**config.mk**
```make
export PLATFORM = sky130hd
export DESIGN_NAME = qspi_flash_sched
export DESIGN_NICKNAME = d
export VERILOG_FILES = /design/src/rtl/qspi_flash_sched.sv
export SDC_FILE = /design/constraint.sdc
export NUM_CORES = 1
export LEC_CHECK = 0
export ABC_CLOCK_PERIOD_IN_PS = 4400
export BUFFER_PORTS_ARGS = -buffer_cell sky130_fd_sc_hd__buf_2
export CAP_MARGIN = 20
export CORE_UTILIZATION = 55
export DETAILED_ROUTE_END_ITERATION = 8
export PLACE_DENSITY = 0.95
export SYNTH_ARGS = -nofsm -noshare
export SYNTH_HDL_FRONTEND = slang
export SYNTH_SLANG_ARGS = --single-unit
```
**constraint.sdc**
```tcl
create_clock -name I_clk -period 4.4 [get_ports I_clk]
set_input_delay 0 -clock I_clk [delete_from_list [all_inputs] [get_ports I_clk]]
set_output_delay 0 -clock I_clk [all_outputs]
set_load 0.05 [all_outputs]
```
**src/rtl/qspi_flash_sched.sv**
```systemverilog
// qspi_flash_sched: round-robin scheduler for two flash clients in front of qspi_driver.
// Expands each op into WREN / OP / RDSR1-poll driver commands separated by one idle cycle.
module qspi_flash_sched #(
  parameter logic [19:0] POLL_MAX = 20'd1000000
) (
  input  logic        I_clk,
  input  logic        I_rst_n,
  input  logic [1:0]  I_req,
  input  logic [1:0]  I_op0,
  input  logic [1:0]  I_op1,
  input  logic [23:0] I_addr0,
  input  logic [23:0] I_addr1,
  output logic [1:0]  O_gnt,
  output logic [1:0]  O_done,
  output logic [1:0]  O_err,
  output logic        O_owner,
  output logic        O_busy,
  output logic [7:0]  O_rd_data,
  output logic        O_rd_valid,
  output logic [4:0]  O_cmd_type,
  output logic [7:0]  O_cmd_code,
  output logic [23:0] O_addr,
  input  logic        I_done_sig,
  input  logic [7:0]  I_read_data,
  input  logic        I_read_byte_valid
);
  typedef enum logic [2:0] {S_IDLE, S_GRANT, S_WREN, S_OP, S_POLL, S_GAP, S_FIN} state_t;

  localparam logic [12:0] CMD_NONE = {5'b0_0000, 8'h00};
  localparam logic [12:0] CMD_WREN = {5'b1_0001, 8'h06};
  localparam logic [12:0] CMD_RDSR = {5'b1_0011, 8'h05};

  function automatic logic [12:0] op_cmd(input logic [1:0] op);
    case (op)
      2'd0:    op_cmd = {5'b1_0000, 8'h90};
      2'd1:    op_cmd = {5'b1_0111, 8'h03};
      2'd2:    op_cmd = {5'b1_0010, 8'h20};
      default: op_cmd = {5'b1_0101, 8'h02};
    endcase
  endfunction

  state_t      state_q, state_d, resume_q, resume_d;
  logic [1:0]  op_q, op_d, gnt_q, gnt_d, done_q, done_d, err_q, err_d;
  logic        owner_q, owner_d, prio_q, prio_d, busy_q, busy_d;
  logic [12:0] cmd_q, cmd_d;
  logic [23:0] addr_q, addr_d;
  logic [19:0] cnt_q, cnt_d;
  logic [20:0] cnt_inc;
  logic        pick, rd_phase;

  assign cnt_inc = {1'b0, cnt_q} + 21'd1;
  // prio_q names the client that wins a tie; it always points away from the last winner
  assign pick    = (I_req == 2'b11) ? prio_q : I_req[1];

  always_comb begin
    state_d  = state_q;
    resume_d = resume_q;
    op_d     = op_q;
    owner_d  = owner_q;
    prio_d   = prio_q;
    busy_d   = busy_q;
    cmd_d    = cmd_q;
    addr_d   = addr_q;
    cnt_d    = cnt_q;
    gnt_d    = '0;
    done_d   = '0;
    err_d    = '0;
    case (state_q)
      S_IDLE: if (|I_req) begin
        state_d     = S_GRANT;
        gnt_d[pick] = 1'b1;
        owner_d     = pick;
        prio_d      = ~pick;
        op_d        = pick ? I_op1 : I_op0;
        addr_d      = pick ? I_addr1 : I_addr0;
        busy_d      = 1'b1;
        cnt_d       = '0;
      end
      S_GRANT: begin
        if (op_q[1]) begin
          state_d = S_WREN;
          cmd_d   = CMD_WREN;
        end else begin
          state_d = S_OP;
          cmd_d   = op_cmd(op_q);
        end
      end
      S_WREN: if (I_done_sig) begin
        state_d  = S_GAP;
        resume_d = S_OP;
        cmd_d    = CMD_NONE;
      end
      S_OP: if (I_done_sig) begin
        cmd_d = CMD_NONE;
        if (op_q[1]) begin
          state_d  = S_GAP;
          resume_d = S_POLL;
        end else begin
          state_d         = S_FIN;
          done_d[owner_q] = 1'b1;
        end
      end
      S_POLL: if (I_done_sig) begin
        cmd_d = CMD_NONE;
        cnt_d = cnt_inc[19:0];
        if (!I_read_data[0]) begin
          state_d         = S_FIN;
          done_d[owner_q] = 1'b1;
        end else if (cnt_inc >= {1'b0, POLL_MAX}) begin
          state_d        = S_FIN;
          err_d[owner_q] = 1'b1;
        end else begin
          state_d  = S_GAP;
          resume_d = S_POLL;
        end
      end
      S_GAP: begin
        state_d = resume_q;
        cmd_d   = (resume_q == S_POLL) ? CMD_RDSR : op_cmd(op_q);
      end
      S_FIN: begin
        state_d = S_IDLE;
        busy_d  = 1'b0;
      end
      default: state_d = S_IDLE;
    endcase
  end

  always_ff @(posedge I_clk or negedge I_rst_n) begin
    if (!I_rst_n) begin
      state_q  <= S_IDLE;
      resume_q <= S_IDLE;
      op_q     <= '0;
      owner_q  <= 1'b0;
      prio_q   <= 1'b0;
      busy_q   <= 1'b0;
      cmd_q    <= CMD_NONE;
      addr_q   <= '0;
      cnt_q    <= '0;
      gnt_q    <= '0;
      done_q   <= '0;
      err_q    <= '0;
    end else begin
      state_q  <= state_d;
      resume_q <= resume_d;
      op_q     <= op_d;
      owner_q  <= owner_d;
      prio_q   <= prio_d;
      busy_q   <= busy_d;
      cmd_q    <= cmd_d;
      addr_q   <= addr_d;
      cnt_q    <= cnt_d;
      gnt_q    <= gnt_d;
      done_q   <= done_d;
      err_q    <= err_d;
    end
  end

  // read bytes only count while the read itself is on the bus, never during status polls
  assign rd_phase   = (state_q == S_OP) && !op_q[1];
  assign O_rd_valid = rd_phase & I_read_byte_valid;
  assign O_rd_data  = rd_phase ? I_read_data : 8'h00;

  assign O_gnt      = gnt_q;
  assign O_done     = done_q;
  assign O_err      = err_q;
  assign O_owner    = owner_q;
  assign O_busy     = busy_q;
  assign O_cmd_type = cmd_q[12:8];
  assign O_cmd_code = cmd_q[7:0];
  assign O_addr     = addr_q;
endmodule
```
==> flow_metrics.py, run 1 <==
metrics = {
    "timing": {
        "layout_min_cycle_time_ps": 3700,
        "setup_viol_count_final": 0,
        "fin_tns_setup_ps": 0,
        "max_freq_ghz": 0.270,
        "worst_pin_slew_ps": 1200,
        "period_share_pct": 84.0,
        "slew_violations": 0,
        "maxSlewHeadroom_pct": 20.1,
        "rsz0062_at_grt": "false",
        "worst_slack_ps": 702,
        "fin_skew_ps": 19.5,
        "final_hold_viol_count": 0,
    },
    "clock_network": {
        "cts_resized": 0,
        "clkTransAtPathRegs_ps": 90,
        "post-cts-setup-buffers": 0,
        "cts_sinks": 69,
        "root_buffer": "clkbuf_8",
        "insertion_delay_ps": 370,
        "cts_tree": "built",
        "cts.path.max_buffers": 2,
        "cts_buffers": 9,
        "htree_levels": 3,
        "postCtsHoldBufs": 54,
    },
    "cells_and_area": {
        "final_util_pct": 78.6,
        "nNetsFinal": 631,
        "ff_latch_area_um2": 1730,
        "multi_input_area_um2": 1670,
        "fin_cells": 642,
        "final_layout_size_suffix_gt1_share_pct": 25.5,
        "area_delta_synth_final_pct": 36.4,
        "nFillCells": 365,
    },
    "grt": {
        "grt-ovfl-total": 0,
        "antenna_found_initial": 1,
        "grt_pass1_vias": 4121,
        "grt_pass1_wl_mm": 21.8,
        "grt_max_degree": 70,
        "grt.total_usage_pct": 41.2,
    },
    "placement": {
        "globalplace.congestion": 0.902,
        "io_buffers": 116,
        "numPlacedInstances": 569,
        "place_ws_ps": 1350,
        "hpwl_mm": 6.64,
    },
    "synth": {
        "ys_top_cells_by_area": "dfrtp_1, a222oi_1, o21ai_0",
        "yosysTopAreaCell": "dfrtp_1",
        "synth-seq-cells": 69,
        "yosys.cell_count.top_type": "dfrtp_1",
        "syn_area_um2": 3680,
        "seq_area_frac_synth_pct": 46.9,
        "synthArstFlopShare_pct": 100,
        "synth_edf_count": 0,
        "syn-instance-count": 406,
        "syn_area_per_cell_um2": 9.06,
        "synth_cell_type_count": 52,
        "ys_top_cells_by_count": "dfrtp_1, inv_1, nand2_1",
        "ys_warn_count": 0,
        "synth_top_cell_area_share_pct": 46.9,
        "synth_ff_type": "dfrtp_1",
    },
    "floorplan": {
        "die_area_um2": 7020,
        "core-area_um2": 6390,
        "die_y_um": 83.8,
        "rows": 29,
        "dieWidth_um": 83.8,
        "start_util_pct": 57.6,
        "pin_count": 120,
    },
    "pwr": {
        "vdd_drop_max_mv": 0.731,
        "power.density_nw_per_um2": 737,
        "power_mw": 3.70,
        "leakage_nw": 2.47,
    },
    "routing": {
        "drc_errors": 19,
        "viasPerCell": 6.53,
        "drtAntennaViolNets": 0,
        "dr.pass1.iters": 9,
        "drt-total-wl_mm": 13.8,
        "wl_per_cell_um": 21.5,
        "num_vias": 4194,
        "drt_iter0_drc": 585,
    },
    "run": {
        "max-cap-violations": 0,
    },
    "worst_setup_path": {
        "cp_data_required_time_ps": 4690,
        "crit_arrival_ps": 3990,
        "cp_max_fo": 29,
        "endpoint_kind": "flop",
        "worst_setup_path_start_kind": "flop",
        "criticalPathCategory": "flop to flop",
        "ff2ff_path_depth": 7,
    },
    "worst_hold_path": {
        "hold_class": "primary input to flop",
        "holdPathStages": 3,
    },
    "outcome": {
        "outcome": "finished, violations left",
        "violations": "DRC",
    },
}
[path summary, 6_finish.rpt]
check | start | end | slack, ps
max | state_q[1] | O_addr[15] | 700
min | I_done_sig | state_q[2] | 30
max reg2reg | state_q[1] | O_addr[15] | 700
min reg2reg | cmd_q[5] | cmd_q[5] | 490
max in group asynchronous | I_rst_n | O_addr[17] | 3490
min in group asynchronous | I_rst_n | cmd_q[9] | 360
[worst max-delay path, stage by stage (launching register included)]
cell           delay [ps]
dfrtp_1               590
nor2_1                450
nand2_1               710
a21oi_2               660
buf_8                 240
a222oi_1              140
dlygate4sd3_1         680
inv_1                 150
[power breakdown]
part           switching, mW  internal (mW)  leakage (nW)
clock network          0.273          0.334         0.112
registers              0.236          0.833         0.891
logic                   1.37          0.655          1.47
total                   1.88           1.82          2.47
[metal layers]
layer  global-route usage, %  routed length [µm]  vias to the layer above
li1                        -                   -                     1770
met1                    41.9                4380                     1905
met2                    65.7                6500                      376
met3                    14.6                1350                      143
met4                    38.4                1570                        0
met5                       0                   0                        -
[final cells by class]
type	count	share of cell area (%)
Sequential cell	69	34.4
Multi-Input combinational cell	268	33.3
Timing Repair Buffer	174	23.1
Inverter	37	2.77
Clock buffer	10	2.74
Tap cell	77	1.92
Clock inverter	6	1.72
Antenna cell	1	0.0499
[layout by cell type, fill, tap and decap left out, drive strengths merged, types with 8 or more instances in the layout]
cell type,count
a21oi,18
a222oi,26
and2,11
buf,120
clkbuf,10
dfrtp,69
dlygate4sd3,54
inv,37
nand2,34
nand3,13
nand4,8
nor2,30
o21ai,45
[through the flow]
| stage | hold WS [ps] | instance area [µm²] |
|---|---|---|
| final | 32.1 | 5020 |
| after detailed placement | 219 | 4230 |
| after global placement | 214 | 4230 |
| after CTS | 12.9 | 4990 |
| after floorplan | -296 | 3690 |
| after global routing | 57.0 | 5020 |
[sequential cells by signal (all words and copies together) (netlist names), 2 cells and up]
signal	cells
O_addr	24
O_done	2
O_err	2
O_gnt	2
cmd_q	9
cnt_q	20
op_q	2
resume_q	2
state_q	3
[kinds of logic (layout without fill, tap and decap cells)]
logic type,count (synthesis),in the layout,synth area share (%)
other,1,4,0.102
flip-flops,69,69,46.9
multiplexers,3,3,0.816
XOR/XNOR,8,8,1.90
adder cells (fa/ha/maj),6,6,2.04
AND/OR/NAND/NOR,127,127,17.4
AO/OA/AOI/OAI,121,121,22.9
buffers and inverters,71,227,7.92
Power figures use the tool's default switching activity.
==> run 2: changes to the inputs <==
==> config.mk (replaced) <==
export PLATFORM = sky130hd
export DESIGN_NAME = qspi_flash_sched
export DESIGN_NICKNAME = d
export VERILOG_FILES = /design/src/rtl/qspi_flash_sched.sv
export SDC_FILE = /design/constraint.sdc
export NUM_CORES = 1
export LEC_CHECK = 0
export ABC_AREA = 1
export ABC_CLOCK_PERIOD_IN_PS = 3500
export BUFFER_PORTS_ARGS = -buffer_cell sky130_fd_sc_hd__buf_2
export CAP_MARGIN = 20
export CORE_UTILIZATION = 51
export DETAILED_ROUTE_END_ITERATION = 8
export PLACE_DENSITY = 0.9
export SYNTH_ARGS = -nofsm -noshare
export SYNTH_HDL_FRONTEND = slang
export SYNTH_SLANG_ARGS = --single-unit
==> constraint.sdc (replaced) <==
create_clock -name I_clk -period 3.5 [get_ports I_clk]
set_input_delay 0 -clock I_clk [delete_from_list [all_inputs] [get_ports I_clk]]
set_output_delay 0 -clock I_clk [all_outputs]
set_load 0.05 [all_outputs]
==> flow_metrics.py, run 2 <==
metrics = {
    "outcome": {
        "outcome": "finished clean",
    },
    "pwr": {
        "power.density_nw_per_um2": 911,
        "power_mw": 4.72,
        "clkPwrFrac_pct": 16.1,
        "p_sw_share_pct": 51.0,
        "p_comb_share_pct": 55.7,
        "leakage_nw": 2.67,
        "switching_power_mw": 2.41,
        "p_int_mw": 2.32,
        "vdd_drop_max_mv": 0.624,
        "seqPwrFrac_pct": 28.2,
    },
    "clock_network": {
        "cts_tree": "built",
        "cts.path.max_buffers": 2,
        "clkTransAtPathRegs_ps": 80,
        "root_buffer": "clkbuf_8",
        "htree_levels": 3,
        "insertion_delay_ps": 360,
        "cts_sinks": 69,
        "cts_buffers": 9,
    },
    "floorplan": {
        "rows": 30,
        "die_y_um": 87.9,
        "core-area_um2": 6940,
        "dieWidth_um": 87.9,
        "start_util_pct": 54.2,
        "die_area_um2": 7730,
        "pin_count": 120,
    },
    "routing": {
        "drc_errors": 0,
        "viasPerCell": 5.54,
        "drt-total-wl_mm": 13.0,
        "dr.pass1.iters": 6,
        "wl_per_cell_um": 16.6,
        "drt_iter0_drc": 358,
        "num_vias": 4334,
        "drtAntennaViolNets": 0,
    },
    "grt": {
        "grt-ovfl-total": 0,
        "grt_pass1_wl_mm": 20.6,
        "grt_pass1_vias": 4330,
        "antenna_found_initial": 0,
        "grt_max_degree": 43,
        "grt.total_usage_pct": 35.8,
    },
    "worst_setup_path": {
        "reg2reg_to": "O_addr[18]",
        "rrSetupSlack_ps": 200,
        "cp_max_fo": 28,
        "ff2ff_path_depth": 8,
        "cp_cell_sequence": "nor2_1 -> nand2_1 -> nor2_1 -> inv_2 -> nor2_2 -> nand2_1 -> nand3_1 -> dlygate4sd3_1",
        "reg2reg_from": "state_q[0]",
        "crit_start": "state_q[0]",
        "critPathCapture": "O_addr[18]",
        "worst-path-stages": 8,
        "cp_data_required_time_ps": 3780,
        "max_stage_delay_ps": 900,
        "worst_setup_path_start_kind": "flop",
        "critPathTopFamily": "simple AND/OR/NAND/NOR gates",
        "criticalPathCategory": "flop to flop",
        "endpoint_kind": "flop",
        "crit_arrival_ps": 3590,
        "crit_buf_inv": 2,
        "worst_path_max_delay_cell": "nor2_2",
    },
    "synth": {
        "synthSimpleGateAreaFrac_pct": 36.4,
        "ys_top_cells_by_area": "dfrtp_1, nand2_1, nand3_1",
        "synthArstFlopShare_pct": 100,
        "ys_top_cells_by_count": "nand2_1, dfrtp_1, inv_1",
        "synth_top_family_by_area": "simple AND/OR/NAND/NOR gates",
        "synth_ff_type": "dfrtp_1",
        "syn-instance-count": 509,
        "synth_cell_type_count": 32,
        "synth-seq-cells": 69,
        "ys_warn_count": 0,
        "synth_compound_area_share_pct": 7.75,
        "synthAdderAreaFrac_pct": 1.99,
        "yosys.cell_count.top_type": "nand2_1",
        "yosysTopAreaCell": "dfrtp_1",
        "synth_top_cell_area_share_pct": 45.9,
        "syn_area_per_cell_um2": 7.39,
        "synth_edf_count": 0,
        "synth_xor_area_share_pct": 0.233,
        "seq_area_frac_synth_pct": 45.9,
        "muxShareOfSynthArea_pct": 0,
        "syn_area_um2": 3760,
    },
    "timing": {
        "rsz0062_at_grt": "false",
        "max_freq_ghz": 0.303,
        "fin_tns_setup_ps": 0,
        "slew_violations": 0,
        "worst_pin_slew_ps": 1090,
        "final_hold_viol_count": 0,
        "layout_min_cycle_time_ps": 3300,
        "period_share_pct": 94.4,
        "fin_skew_ps": 26.7,
        "setup_viol_count_final": 0,
        "fin_hold_ws_ps": 186,
        "maxSlewHeadroom_pct": 27.1,
    },
    "cells_and_area": {
        "antennaDiodeCount": 0,
        "nNetsFinal": 753,
        "final_common_cell": "nand2_1",
        "area_delta_synth_final_pct": 37.7,
        "final_layout_size_suffix_gt1_share_pct": 23.0,
        "final_util_pct": 74.6,
        "largest_register_ffs": 24,
        "design_area_um2": 5180,
        "mostFrequentLayoutCells": "nand2_1, buf_2, dfrtp_1",
    },
    "run": {
        "max-cap-violations": 0,
    },
    "worst_hold_path": {
        "hold_class": "primary input to flop",
    },
    "placement": {
        "place_area_um2": 4410,
        "globalplace.congestion": 0.898,
        "io_buffers": 116,
        "hpwl_mm": 6.95,
    },
}
==> run 2: cell types whose count changed in the layout (fill, tap and decap cells not counted), sizes merged, moves of 5 or more <==
cell / change
o21ai: -23
nand3: +31
and2: -11
xnor2: -5
nor4: -6
o22ai: +12
o41ai: -5
and3: -5
a222oi: -26
nor2: +31
a21oi: -14
inv: +20
nand2: +154
==> run 2: logic make-up (layout without fill, tap and decap cells) <==
family,after synthesis,in the layout
AND/OR/NAND/NOR,311,311
buffers and inverters,71,246
flip-flops,69,69
AO/OA/AOI/OAI,50,50
adder cells (fa/ha/maj),6,6
other,1,3
XOR/XNOR,1,1
==> run 2: power groups by stage <==
stage | clock network, mW | registers (mW) | logic, mW
6_report | 0.762 | 1.33 | 2.63
5_1_grt | 0.795 | 1.35 | 2.78
4_1_cts | 0.738 | 1.28 | 2.47
3_5_place_dp | 0 | 1.28 | 2.15
3_3_place_gp | 0 | 1.28 | 2.08
2_1_floorplan | 0 | 1.98 | 0.940
==> run 2: stage by stage <==
step	setup WS [ps]	instances
final	197	782
after global routing	84.8	782
after CTS	511	782
after detailed placement	1050	711
after global placement	1230	711
after floorplan	1720	511
==> run 2: area by class of cell <==
class | instances | area, µm²
well taps | 96 | 120
inverters | 58 | 218
clock buffers | 11 | 141
clock inverters | 5 | 83.8
repair buffers | 172 | 1140
multi-input cells | 371 | 1760
fillers | 458 | 1760
flip-flops and latches | 69 | 1730
==> run 2: per-layer routing <==
metal / track usage [%] / vias up / share of wire, %
li1: - / 1956 / -
met1: 38.7 / 1982 / 36
met2: 60.7 / 311 / 48
met3: 9.61 / 85 / 8.9
met4: 25.6 / 0 / 6.9
met5: 0 / - / 0
==> run 2: how the worst min path moves through the flow <==
stage	start	end	depth (start not counted)
2_1_floorplan	I_rst_n	O_addr[0]	0
5_1_grt	I_req[1]	state_q[1]	7
4_1_cts	I_req[0]	O_owner	4
6_report	I_req[1]	state_q[2]	5
3_3_place_gp	I_rst_n	O_gnt[1]	1
3_5_place_dp	I_rst_n	O_gnt[1]	1
==> run 2: timing repair <==
action                                 4_1_cts  5_1_grt
buffers inserted                             0        0
hold buffers                                55        0
endpoints found under the hold margin       72        0
gates resized for setup                      0        0
==> run 2: worst register-to-register path, stage by stage, from the launching register on <==
cell and delay (ps):
dfrtp_1 440, nor2_1 160, nand2_1 110, nor2_1 350
inv_2 310, nor2_2 910, nand2_1 240, nand3_1 170
dlygate4sd3_1 560
==> run 3: changes to the inputs <==
==> constraint.sdc (replaced) <==
create_clock -name I_clk -period 3.5 [get_ports I_clk]
set_input_delay 0.35 -clock I_clk [delete_from_list [all_inputs] [get_ports I_clk]]
set_output_delay 0.35 -clock I_clk [all_outputs]
set_load 0.05 [all_outputs]
==> flow_metrics.py, run 3 (synthesized netlist as in run 2, its figures left out) <==
metrics = {
    "routing": {
        "drtAntennaViolNets": 0,
        "dr.pass1.iters": 5,
        "drt-total-wl_mm": 9.33,
        "viasPerCell": 5.18,
        "wl_per_cell_um": 12.8,
        "num_vias": 3766,
        "drc_errors": 0,
        "drt_iter0_drc": 200,
    },
    "clock_network": {
        "post-cts-setup-buffers": 0,
        "cts.path.max_buffers": 2,
        "cts_sinks": 69,
        "clkTransAtPathRegs_ps": 80,
        "insertion_delay_ps": 360,
        "htree_levels": 3,
        "cts_resized": 0,
        "cts_tree": "built",
        "postCtsHoldBufs": 0,
        "cts_buffers": 9,
        "root_buffer": "clkbuf_8",
    },
    "floorplan": {
        "die_y_um": 87.9,
        "rows": 30,
        "start_util_pct": 54.2,
        "dieWidth_um": 87.9,
        "pin_count": 120,
        "die_area_um2": 7730,
        "core-area_um2": 6940,
    },
    "timing": {
        "fin_tns_setup_ps": 0,
        "max_freq_ghz": 0.411,
        "setup_viol_count_final": 0,
        "worst_slack_ps": 1070,
        "maxSlewHeadroom_pct": 31.0,
        "rsz0062_at_grt": "false",
        "fin_hold_ws_ps": 3.96,
        "slew_violations": 0,
        "period_share_pct": 69.5,
        "worst_pin_slew_ps": 1030,
        "fin_skew_ps": 11.0,
        "layout_min_cycle_time_ps": 2430,
        "final_hold_viol_count": 0,
    },
    "grt": {
        "grt.total_usage_pct": 25.3,
        "antenna_found_initial": 0,
        "grt_pass1_wl_mm": 15.0,
        "grt_max_degree": 43,
        "grt-ovfl-total": 0,
        "grt_pass1_vias": 3502,
    },
    "run": {
        "max-cap-violations": 0,
    },
    "cells_and_area": {
        "area_delta_synth_final_pct": 22.2,
        "fin_cells": 727,
        "nNetsFinal": 698,
        "final_common_cell": "nand2_1",
        "mostFrequentLayoutCells": "nand2_1, buf_2, dfrtp_1",
        "largest_register_ffs": 24,
        "final_util_pct": 66.2,
        "nFillCells": 538,
        "multi_input_area_um2": 1760,
        "antennaDiodeCount": 0,
        "ff_latch_area_um2": 1730,
        "final_layout_size_suffix_gt1_share_pct": 25.0,
    },
    "placement": {
        "hpwl_mm": 6.96,
        "io_buffers": 116,
        "numPlacedInstances": 711,
        "place_ws_ps": 1050,
        "globalplace.congestion": 0.912,
    },
    "pwr": {
        "vdd_drop_max_mv": 0.607,
        "power.density_nw_per_um2": 886,
        "leakage_nw": 2.41,
    },
    "worst_setup_path": {
        "worst_setup_path_start_kind": "flop",
        "cp_max_fo": 28,
        "cp_data_required_time_ps": 3780,
        "crit_arrival_ps": 2720,
        "criticalPathCategory": "flop to flop",
        "endpoint_kind": "flop",
    },
    "worst_hold_path": {
        "hold_class": "primary input to asynchronous set/reset pin",
    },
    "outcome": {
        "outcome": "finished clean",
    },
}
-- run 3: worst paths after layout --
path	from	end	slack (ps)	cells after the start
setup reg to reg	state_q[1]	O_addr[13]	1070	7
hold / removal	I_rst_n	O_addr[0]	4	1
max in group asynchronous	I_rst_n	cnt_q[6]	2530	2
min in group I_clk	I_addr0[5]	O_addr[5]	190	3
setup / recovery	state_q[1]	O_addr[13]	1070	7
hold reg to reg	cmd_q[1]	cmd_q[1]	480	2
-- run 3: per-stage QoR --
stage	power (mW)	instance area (µm²)
final	4.07	4600
after global routing	4.32	4600
after CTS	4.08	4600
after detailed placement	3.43	4410
after global placement	3.35	4410
after floorplan	2.92	3770
-- run 3: worst max-delay path: stages, from the launching register on --
cell and delay (ps):
dfrtp_1 420, nor2_1 120, nand2_1 70, nor2_1 320, inv_2 290, nor2_2 860, nand2_1 140, nand3_1 130
-- run 3: per-layer routing --
metal | track usage (%) | part of all wire, % | wire (µm) | vias up
li1 | - | - | - | 1848
met1 | 31.3 | 43 | 4050 | 1731
met2 | 43.0 | 48 | 4510 | 170
met3 | 5.84 | 6.7 | 622 | 17
met4 | 9.99 | 1.6 | 149 | 0
met5 | 0 | 0 | 0 | -
-- run 3: report_power, final --
group          internal (mW)  switching [mW]  leakage, nW  total, mW
logic                  0.525            1.62         1.43       2.15
clock network          0.328           0.317       0.0923      0.645
registers               1.09           0.192        0.885       1.28
-- run 3: final cells by class --
cell class / count / share of cell area, %
Multi-Input combinational cell: 371 / 38.2
Clock inverter: 6 / 1.39
Timing Repair Buffer: 117 / 12.8
Sequential cell: 69 / 37.5
Tap cell: 96 / 2.61
Inverter: 58 / 4.73
Clock buffer: 10 / 2.77
